`config.mk`:
```
export PLATFORM = sky130hd
export DESIGN_NAME = key_entry_buffer
export DESIGN_NICKNAME = d
export VERILOG_FILES = /design/src/rtl/key_entry_buffer.sv
export SDC_FILE = /design/constraint.sdc
export NUM_CORES = 1
export LEC_CHECK = 0
export ABC_AREA = 1
export CAP_MARGIN = 20
export CORE_ASPECT_RATIO = 1.25
export CORE_MARGIN = 1.5
export CORE_UTILIZATION = 48
export CTS_BUF_LIST = sky130_fd_sc_hd__clkbuf_16
export DETAILED_ROUTE_END_ITERATION = 12
export PLACE_DENSITY = 0.85
export SYNTH_ARGS = -nofsm -noshare
export SYNTH_HDL_FRONTEND = slang
export SYNTH_SLANG_ARGS = --single-unit
```
`constraint.sdc`:
```
create_clock -name CLK -period 1.8 [get_ports CLK]
set_input_delay 0.18 -clock CLK [delete_from_list [all_inputs] [get_ports CLK]]
set_output_delay 0.18 -clock CLK [all_outputs]
set_load 0.1 [all_outputs]
```
`src/rtl/key_entry_buffer.sv`:
```
// Debounced calculator keypad front end: one key event per press, accumulated
// into a BCD operand that is handed off with its operator over a valid/ack pair.
module key_entry_buffer #(
  parameter int DEBOUNCE_CYCLES = 4,
  parameter int NUM_DIGITS      = 4
) (
  input  logic                    CLK,
  input  logic                    RESET,
  input  logic [3:0]              BCDKey,
  input  logic                    KeyRead,
  input  logic                    EntryAck,
  output logic [4*NUM_DIGITS-1:0] Operand,
  output logic [2:0]              DigitCount,
  output logic [3:0]              OpCode,
  output logic                    EntryValid,
  output logic                    Overflow,
  output logic [1:0]              dbg_state
);

  // Handshake: EntryValid rises with a completed entry and holds Operand/OpCode
  // stable; the entry is consumed in any cycle where EntryAck is high with it.

  typedef enum logic [1:0] {
    IDLE       = 2'd0,
    PRESS_DB   = 2'd1,
    HELD       = 2'd2,
    RELEASE_DB = 2'd3
  } state_t;

  localparam logic [8:0] DB_LIM    = 9'(DEBOUNCE_CYCLES);
  localparam logic [2:0] MAX_COUNT = 3'(NUM_DIGITS);

  state_t                  state_q, state_d;
  logic [7:0]              cnt_q, cnt_d;
  logic [3:0]              cand_q, cand_d;
  logic [4*NUM_DIGITS-1:0] operand_q, operand_d;
  logic [2:0]              count_q, count_d;
  logic [3:0]              opcode_q, opcode_d;
  logic                    valid_q, valid_d;
  logic                    overflow_q, overflow_d;
  logic                    key_accept;
  logic [8:0]              cnt_inc;
  logic                    is_digit;
  logic                    is_oper;

  assign cnt_inc = {1'b0, cnt_q} + 9'd1;

  always_comb begin
    state_d    = state_q;
    cnt_d      = cnt_q;
    cand_d     = cand_q;
    key_accept = 1'b0;
    case (state_q)
      IDLE: begin
        if (KeyRead) begin
          state_d = PRESS_DB;
          cand_d  = BCDKey;
          cnt_d   = 8'd1;
        end
      end
      PRESS_DB: begin
        if (!KeyRead || (BCDKey != cand_q)) begin
          state_d = IDLE;
          cnt_d   = 8'd0;
        end else if (cnt_inc >= DB_LIM) begin
          key_accept = 1'b1;
          state_d    = HELD;
          cnt_d      = 8'd0;
        end else begin
          cnt_d = cnt_inc[7:0];
        end
      end
      HELD: begin
        if (!KeyRead) begin
          state_d = RELEASE_DB;
          cnt_d   = 8'd1;
        end
      end
      RELEASE_DB: begin
        if (KeyRead) begin
          state_d = HELD;
          cnt_d   = 8'd0;
        end else if (cnt_inc >= DB_LIM) begin
          state_d = IDLE;
          cnt_d   = 8'd0;
        end else begin
          cnt_d = cnt_inc[7:0];
        end
      end
      default: begin
        state_d = IDLE;
        cnt_d   = 8'd0;
      end
    endcase
  end

  assign is_digit = (cand_q <= 4'h9);
  assign is_oper  = (cand_q == 4'hA) || (cand_q == 4'hB) ||
                    (cand_q == 4'hC) || (cand_q == 4'hE);

  // Clear outranks the acknowledge; a pending entry blocks every other key.
  always_comb begin
    operand_d  = operand_q;
    count_d    = count_q;
    opcode_d   = opcode_q;
    valid_d    = valid_q;
    overflow_d = 1'b0;
    if (key_accept && (cand_q == 4'hD)) begin
      operand_d = '0;
      count_d   = 3'd0;
      opcode_d  = 4'h0;
      valid_d   = 1'b0;
    end else if (valid_q) begin
      if (EntryAck) begin
        valid_d   = 1'b0;
        operand_d = '0;
        count_d   = 3'd0;
      end
    end else if (key_accept) begin
      if (is_digit) begin
        if (count_q < MAX_COUNT) begin
          operand_d[3:0] = cand_q;
          for (int i = 1; i < NUM_DIGITS; i++) begin
            operand_d[4*i +: 4] = operand_q[4*(i-1) +: 4];
          end
          count_d = count_q + 3'd1;
        end else begin
          overflow_d = 1'b1;
        end
      end else if (cand_q == 4'hF) begin
        if (count_q != 3'd0) begin
          for (int i = 0; i < NUM_DIGITS - 1; i++) begin
            operand_d[4*i +: 4] = operand_q[4*(i+1) +: 4];
          end
          operand_d[4*NUM_DIGITS-4 +: 4] = 4'h0;
          count_d = count_q - 3'd1;
        end
      end else if (is_oper) begin
        opcode_d = cand_q;
        valid_d  = 1'b1;
      end
    end
  end

  always_ff @(posedge CLK) begin
    if (RESET) begin
      state_q    <= IDLE;
      cnt_q      <= 8'd0;
      cand_q     <= 4'h0;
      operand_q  <= '0;
      count_q    <= 3'd0;
      opcode_q   <= 4'h0;
      valid_q    <= 1'b0;
      overflow_q <= 1'b0;
    end else begin
      state_q    <= state_d;
      cnt_q      <= cnt_d;
      cand_q     <= cand_d;
      operand_q  <= operand_d;
      count_q    <= count_d;
      opcode_q   <= opcode_d;
      valid_q    <= valid_d;
      overflow_q <= overflow_d;
    end
  end

  assign Operand    = operand_q;
  assign DigitCount = count_q;
  assign OpCode     = opcode_q;
  assign EntryValid = valid_q;
  assign Overflow   = overflow_q;
  assign dbg_state  = state_q;

endmodule

```
==> results_dict.tcl, run 1 <==
set metrics [dict create \
    synth_mux_area_share_pct 0 \
    worstSetupPathType "reg2reg" \
    coreArea_um2 4160 \
    fin_crit_ps 1740 \
    wl_mm 5.12 \
    antenna_found_initial 0 \
    postRouteAntennaNets 0 \
    ir_drop_uv 548 \
    vias 2083 \
    synth_fa_ha_area_share_pct 2.13 \
    drt_first_pass_iters 4 \
    fmax_mhz 573 \
    final_cells 399 \
    netlist_area_um2 2110 \
    gp_congestion 0.820 \
    setup_viol 0 \
    dp.cells 389 \
    place_ws_ps -104 \
    drive_above_1_share_pct 28.9 \
    dp_hpwl_mm 3.67 \
    regArea_um2 798 \
    skew_ps 5.41 \
    design.portCount 35 \
    synth-xor-area-share_pct 1.66 \
    syn_nets 306 \
    hold_depth 2 \
    cts.sinks 39 \
    fp.dieH_um 77.1 \
    die_area_um2 4810 \
    fin_nets 353 \
    power_density_nw_per_um2 685 \
    reg2reg_depth 9 \
    initial_utilization_pct 50.7 \
    netlist-cell-type-count 35 \
    die_w_um 62.3 \
    synth_cells 295 \
    finalMaxSlewViolations 0 \
    grt_first_pass_wirelength_mm 8.58 \
    worst_slew_pin_slew_ps 378 \
    multi_input_area_um2 1190 \
    grt_max_degree 18 \
    clock_latency_ps 280 \
    synth-seq-cells 39 \
    utilization_pct 66.1 \
    hold_violations 0 \
    critPathMaxFanout 6 \
    period_share_pct 96.9 \
    drt-wirelength-per-cell_um 12.8 \
    cts_buffers 5 \
    fin_area_um2 2750 \
    cts.path.max_buffers 2 \
    fillerInstances 371 \
    synthSimpleGateAreaFrac_pct 37.1 \
    async_flop_share_pct 0 \
    yosysTopAreaCell "dfxtp_1" \
    whs_ps 473 \
    synth_top_area_share_pct 37.0 \
    arrival_ps 1910 \
    fin_setup_tns_ps 0 \
    crit_path_start_kind "flip-flop" \
    clk_pin_slew_ps 50 \
    globalRoute.totalOverflow 0 \
    rows 26 \
    htreeDepth 2 \
    track_usage_pct 21.8 \
    yosysWarnings 0 \
    synth.top_cells.by_count "nor2_1 (55), nand2_1 (52), dfxtp_1 (39), inv_1 (31), nand3_1 (20)" \
    cap_violations 0 \
    yosys-top-cells-area "dfxtp_1 (37%), nor2_1 (9.8%), nand2_1 (9.2%)" \
    viasPerCell 5.22 \
    hold_path_class "reg2reg" \
    synth_ff_type "dfxtp_1" \
    setup_ws_ps 55.4 \
    synth_top_family_by_area "simple AND/OR/NAND/NOR gates" \
    cp.required_ps 1970 \
    route.detailed.drc 0 \
    cts_tree "built" \
    yosysSeqAreaShare_pct 37.0 \
    worstSetupEndpointType "flip-flop" \
    synth_edf_count 0 \
    p_total_mw 1.89 \
    rsz0062_at_grt "true" \
    port_buffers 34 \
    status "completed" \
    antenna_cells 0 \
    post_dp_cell_area_um2 2470 \
    slew_headroom_pct 74.7 \
    area_delta_synth_final_pct 30.4 \
    synth_most_common_cell "nor2_1" \
    cts_root_buffer "clkbuf_16" \
    p_leak_nw 1.22 \
    synth_compound_area_share_pct 11.0 \
    first_iter_violations 91 \
    syn_avg_cell_area_um2 7.16 \
    grt_pass1_vias 1975 \
]
==> where the power goes <==
group	total, mW	internal [mW]	switching [mW]
clock network	0.813	0.500	0.313
logic	0.180	0.0680	0.112
registers	0.893	0.876	0.0169
==> critical path, stage by stage, from the launching register on <==
cell and delay [ps]:
dfxtp_1 420, nand2_1 160, nor2_1 130, o31ai_1 90, a21oi_2 180, nand4_4 190
nand2_4 140, clkinvlp_4 160, nor2_1 110, nor2_1 50
==> path summary, 6_finish.rpt <==
| path | start | to | slack, ps |
|---|---|---|---|
| worst min-delay path | cnt_q[5] | cnt_q[5] | 470 |
| worst min register to register | cnt_q[5] | cnt_q[5] | 470 |
| worst max register to register | cand_q[2] | DigitCount[0] | 60 |
| worst max-delay path | cand_q[2] | DigitCount[0] | 60 |
==> state kept, by name, summed over array words and instances (netlist names) <==
| register | cells |
|---|---|
| DigitCount | 3 |
| OpCode | 4 |
| EntryValid | 1 |
| cnt_q | 8 |
| Overflow | 1 |
| dbg_state | 2 |
| Operand | 16 |
| cand_q | 4 |
==> logic make-up (layout without fill, tap and decap cells) <==
logic type / Yosys count / in the layout
compound gates: 42 / 42
xor+xnor: 4 / 4
fa+ha+maj: 3 / 3
buf+inv: 46 / 94
flops: 39 / 39
simple gates: 161 / 161
==> per-layer routing <==
metal	share of wire, %	global-route usage, %
met4	2.2	8.00
met3	3.6	3.67
met2	52	40.5
met5	0	0
met1	42	24.9
==> layout by cell type (no fill, tap or decap), types with 2 or more instances in the layout <==
cell type | synthesis | routed
nand3_4 | 1 | 2
nor2_1 | 55 | 51
xnor2_1 | 4 | 4
inv_1 | 31 | 32
nor2_4 | 2 | 4
nor3_1 | 7 | 6
o21ai_0 | 15 | 14
clkbuf_16 | 0 | 5
nand3b_1 | 3 | 3
nand4_1 | 3 | 3
dfxtp_4 | 0 | 2
a211oi_1 | 5 | 5
clkdlybuf4s50_1 | 0 | 7
buf_4 | 2 | 38
nor2_2 | 2 | 4
nand2_1 | 52 | 50
a21oi_1 | 19 | 18
buf_6 | 3 | 4
a21oi_2 | 2 | 3
nand2_2 | 1 | 2
inv_2 | 3 | 2
dfxtp_2 | 0 | 8
dfxtp_1 | 39 | 29
nand3_2 | 9 | 12
nand2_4 | 1 | 2
nor3_2 | 2 | 2
clkinv_1 | 1 | 2
nand3_1 | 20 | 16
==> timing repair <==
item,4_1_cts,5_1_grt
cloned,0,1
resized for setup,7,27
setup endpoints to repair,19,26
pin swaps,0,6
buffers inserted,0,1
hold buffers,0,0
==> final cells by class <==
type | count | area share [%]
well taps | 56 | 2.55
clock buffers | 5 | 4.55
multi-input cells | 210 | 43.4
repair inverters | 1 | 0.273
flip-flops and latches | 39 | 29.0
repair buffers | 49 | 14.5
clock inverters | 3 | 0.455
inverters | 36 | 5.27
Power figures use the tool's default switching activity.
==> inputs of run 2 (changes only) <==
--- a/config.mk
+++ b/config.mk
@@ -7,12 +7,12 @@
 export LEC_CHECK = 0
 export ABC_AREA = 1
 export CAP_MARGIN = 20
-export CORE_ASPECT_RATIO = 1.25
+export CORE_ASPECT_RATIO = 1.1
 export CORE_MARGIN = 1.5
-export CORE_UTILIZATION = 48
+export CORE_UTILIZATION = 54
 export CTS_BUF_LIST = sky130_fd_sc_hd__clkbuf_16
 export DETAILED_ROUTE_END_ITERATION = 12
-export PLACE_DENSITY = 0.85
+export PLACE_DENSITY = 0.9
 export SYNTH_ARGS = -nofsm -noshare
 export SYNTH_HDL_FRONTEND = slang
 export SYNTH_SLANG_ARGS = --single-unit
==> constraint.sdc (replaced) <==
create_clock -name CLK -period 2.04 [get_ports CLK]
set_input_delay 0.204 -clock CLK [delete_from_list [all_inputs] [get_ports CLK]]
set_output_delay 0.204 -clock CLK [all_outputs]
set_load 0.1 [all_outputs]
==> run 2 against run 1 <==
Net effect: non-clock buffer count decreased by 8; cell count decreased by 4.0%; sequential share of layout area increased by 1.7 points.
==> results_dict.tcl, run 2 (synthesized netlist as in run 1, its figures left out) <==
set metrics [dict create \
    worstSetupPathType "reg2reg" \
    finalMaxSlewViolations 0 \
    rows 23 \
    arrival_ps 2110 \
    final_cell_mix "nor2_1 (55), nand2_1 (52), dfxtp_1 (37)" \
    drt_first_pass_iters 4 \
    status "completed" \
    vias 2032 \
    hold_path_class "reg2reg" \
    cts_tree "built" \
    cts_setup_buffers 0 \
    fmax_mhz 529 \
    htreeDepth 2 \
    crit_path_start_kind "flip-flop" \
    fin_area_um2 2550 \
    p_leak_nw 1.15 \
    clk_pin_slew_ps 60 \
    p_total_mw 1.66 \
    viasPerCell 5.31 \
    area_delta_synth_final_pct 20.7 \
    cp.required_ps 2260 \
    initial_utilization_pct 57.3 \
    grt_first_pass_wirelength_mm 8.23 \
    dp_hpwl_mm 3.44 \
    skew_ps 2.89 \
    cts.sinks 39 \
    antenna_cells 0 \
    coreArea_um2 3680 \
    hold_violations 0 \
    first_iter_violations 131 \
    cts.path.max_buffers 2 \
    setup_viol 0 \
    cap_violations 0 \
    power_density_nw_per_um2 653 \
    die_w_um 62.6 \
    die_area_um2 4290 \
    setup_ws_ps 151 \
    port_buffers 34 \
    route.detailed.drc 0 \
    wl_mm 4.89 \
    cts_root_buffer "clkbuf_16" \
    track_usage_pct 24.4 \
    period_share_pct 92.6 \
    place_ws_ps 143 \
    whs_ps 488 \
    ir_drop_uv 465 \
    globalRoute.totalOverflow 0 \
    slew_headroom_pct 71.8 \
    fp.dieH_um 68.6 \
    cts_buffers 5 \
    drt-wirelength-per-cell_um 12.8 \
    drive_above_1_share_pct 21.0 \
    worst_slew_pin_slew_ps 422 \
    antenna_found_initial 0 \
    worstSetupEndpointType "flip-flop" \
    final_common_cell "nor2_1" \
    largest_reg_flops 16 \
    fin_nets 344 \
    critPathMaxFanout 11 \
    design.portCount 35 \
    postCtsHoldBufs 0 \
    grt_pass1_vias 1895 \
    grt_max_degree 17 \
    postRouteAntennaNets 0 \
    fin_crit_ps 1890 \
    clock_latency_ps 280 \
    gp_congestion 0.806 \
    cts.repair.resized 0 \
    post_dp_cell_area_um2 2400 \
]
run 2: power breakdown:
part / internal, mW / switching (mW) / leakage [nW]
Sequential: 0.773 / 0.0118 / 0.316
Clock: 0.439 / 0.296 / 0.0671
Combinational: 0.0498 / 0.0952 / 0.762
run 2: final cells by class:
cell class              count  area [um2]
flip-flops and latches     39         783
clock inverters             2        8.76
repair buffers             41         325
fillers                   309        1140
clock buffers               5         125
inverters                  36         144
well taps                  50        62.6
multi-input cells         210        1100
run 2: routing by layer:
layer / GRT usage [%] / part of all wire (%) / routed length, um
met3: 6.01 / 5.3 / 257
met4: 10.3 / 1.2 / 61
met1: 30.0 / 46 / 2250
met5: 0 / 0 / 0
met2: 41.7 / 47 / 2320
run 2: critical path: stages, from the launching register on:
cell	delay, ps
dfxtp_1	420
nor2_1	110
nor2_2	350
nor2_1	100
a21oi_1	180
nand4_2	190
buf_4	240
nand3_1	80
nand2_1	50
nor2_1	100
run 2: worst paths after layout:
kind / start / to / slack [ps] / cells past startpoint
worst min-delay path: cnt_q[5] / cnt_q[5] / 490 / 2
worst max register to register: cand_q[2] / Operand[8] / 150 / 9
worst max-delay path: cand_q[2] / Operand[8] / 150 / 9
worst min register to register: cnt_q[5] / cnt_q[5] / 490 / 2
run 2: per-stage QoR:
stage | util (%) | setup TNS [ps] | cells
after floorplan | - | 0 | 295
after global placement | 65.3 | 0 | 376
after detailed placement | 65.3 | 0 | 376
after CTS | 68.9 | 0 | 383
after global routing | 69.2 | -2.45 | 383
final | 69.2 | 0 | 383
==> inputs of run 3 (changes only) <==
--- a/config.mk
+++ b/config.mk
@@ -6,13 +6,13 @@
 export NUM_CORES = 1
 export LEC_CHECK = 0
 export ABC_AREA = 1
-export CAP_MARGIN = 20
+export CAP_MARGIN = 5
 export CORE_ASPECT_RATIO = 1.1
 export CORE_MARGIN = 1.5
-export CORE_UTILIZATION = 54
+export CORE_UTILIZATION = 40
 export CTS_BUF_LIST = sky130_fd_sc_hd__clkbuf_16
 export DETAILED_ROUTE_END_ITERATION = 12
-export PLACE_DENSITY = 0.9
+export PLACE_DENSITY = 0.72
 export SYNTH_ARGS = -nofsm -noshare
 export SYNTH_HDL_FRONTEND = slang
 export SYNTH_SLANG_ARGS = --single-unit
==> run 3 against run 2 <==
Net effect: hold slack got worse by 17 ps; flip-flop and latch count did not move; critical path type unchanged; core utilization fell by 17 points; fmax rose by 3.5%; combinational power barely moved; die area rose by 33%.
==> results_dict.tcl, run 3 (synthesized netlist as in run 1, its figures left out) <==
set metrics [dict create \
    status "completed" \
    rsz0062_at_grt "false" \
    setup_viol 0 \
    reg2reg_depth 10 \
    cts_buffers 5 \
    share_comb_of_total_power_pct 8.0 \
    reg2reg_to "Operand[7]" \
    worstSetupPathType "reg2reg" \
    grt_max_degree 17 \
    grt_pass1_vias 1788 \
    cts.path.max_buffers 2 \
    wl_mm 4.73 \
    rrSetupSlack_ps 210 \
    p_seq_share_pct 43.8 \
    slew_headroom_pct 77.8 \
    worst_slew_pin_slew_ps 330 \
    fin_crit_ps 1830 \
    p_int_mw 1.39 \
    fp.dieH_um 79.2 \
    fin_area_um2 2610 \
    grt_first_pass_wirelength_mm 8.18 \
    hold_violations 0 \
    cp.required_ps 2210 \
    post_dp_cell_area_um2 2420 \
    fmax_mhz 548 \
    crit_path_start_kind "flip-flop" \
    drive_above_1_share_pct 21.5 \
    min_to "OpCode[0]" \
    dp.cells 385 \
    vias 1968 \
    cts_tree "built" \
    hold_path_class "reg2reg" \
    initial_utilization_pct 41.9 \
    worstSetupEndpointType "flip-flop" \
    route.detailed.drc 0 \
    antenna_cells 0 \
    place_ws_ps 111 \
    clk_pin_slew_ps 60 \
    cts_root_buffer "clkbuf_16" \
    critPathMaxFanout 11 \
    p_switching_uw 397 \
    fin_setup_tns_ps 0 \
    skew_ps 5.49 \
    whs_ps 470 \
    viasPerCell 5.01 \
    dp_hpwl_mm 3.45 \
    finalMaxSlewViolations 0 \
    final_cell_mix "nor2_1 (54), nand2_1 (52), dfxtp_1 (37)" \
    switching_share_pct 22.2 \
    power_density_nw_per_um2 686 \
    arrival_ps 2000 \
    p_total_mw 1.79 \
    drt_first_pass_iters 4 \
    htreeDepth 2 \
    ir_drop_uv 494 \
    power_frac_clock_pct 48.1 \
    antenna_found_initial 0 \
    drt-wirelength-per-cell_um 12.0 \
    rows 27 \
    final_cells 393 \
    largest_reg_flops 16 \
    setup_ws_ps 214 \
    track_usage_pct 17.8 \
    fillerInstances 476 \
    cts_setup_buffers 0 \
    crit-reg2reg-launch "cnt_q[2]" \
    fin_nets 345 \
    die_w_um 72.3 \
    cts.sinks 39 \
    coreArea_um2 5030 \
    clock_latency_ps 280 \
    hold_depth 2 \
    area_delta_synth_final_pct 23.8 \
    p_leak_nw 1.17 \
    postRouteAntennaNets 0 \
    globalRoute.totalOverflow 0 \
    cap_violations 0 \
    first_iter_violations 101 \
    die_area_um2 5720 \
    period_share_pct 89.5 \
    port_buffers 34 \
    holdCritStartpoint "OpCode[0]" \
    utilization_pct 51.9 \
    gp_congestion 0.816 \
    final_common_cell "nor2_1" \
    design.portCount 35 \
]
[run 3: area by class of cell]
class | count | area [um2] | share of cell area [%]
Multi-Input combinational cell | 210 | 1120 | 42.8
Timing Repair Buffer | 42 | 333 | 12.7
Tap cell | 58 | 72.6 | 2.78
Sequential cell | 39 | 783 | 30.0
Inverter | 36 | 143 | 5.46
Clock buffer | 5 | 125 | 4.79
Clock inverter | 3 | 38.8 | 1.48
[run 3: worst max-delay path, stage by stage, from the launching register on]
cell and delay [ps]:
dfxtp_1 520, nand3_4 120, nor2_4 120, nand3_1 70
o21ai_0 140, nand3_4 170, nand4_4 140, buf_4 210
nand3_1 100, nand2_1 80, nor2_1 50
[run 3: per-layer routing]
layer / track usage (%) / part of all wire (%) / vias to the layer above
met1: 23.7 / 48 / 888
li1: - / - / 1026
met4: 5.28 / 0.61 / 0
met3: 4.31 / 4.7 / 2
met2: 28.5 / 47 / 52
met5: 0 / 0 / -
[run 3: power groups by stage]
stage | logic [mW] | clock network [mW] | registers [mW]
floorplan | 0.0871 | 0 | 0.813
global placement | 0.139 | 0 | 0.801
detailed placement | 0.141 | 0 | 0.801
CTS | 0.143 | 0.881 | 0.784
global route | 0.162 | 0.908 | 0.786
finish | 0.144 | 0.862 | 0.785
[run 3: how the worst max path moves through the flow]
stage,endpoint,from,cells past startpoint,slack (ps)
4_1_cts,Operand[7],cnt_q[0],13,130
2_1_floorplan,Operand[10],DigitCount[0],8,50
3_5_place_dp,Operand[10],BCDKey[0],9,110
6_report,Operand[7],cnt_q[2],10,210
5_1_grt,DigitCount[0],cnt_q[1],13,9
3_3_place_gp,Operand[10],BCDKey[0],9,140
[run 3: what timing repair did]
action                                  CTS  global route
hold buffers                              0             0
endpoints found under the setup margin    0            19
endpoints found under the hold margin     0             0
resized for setup                         0             6
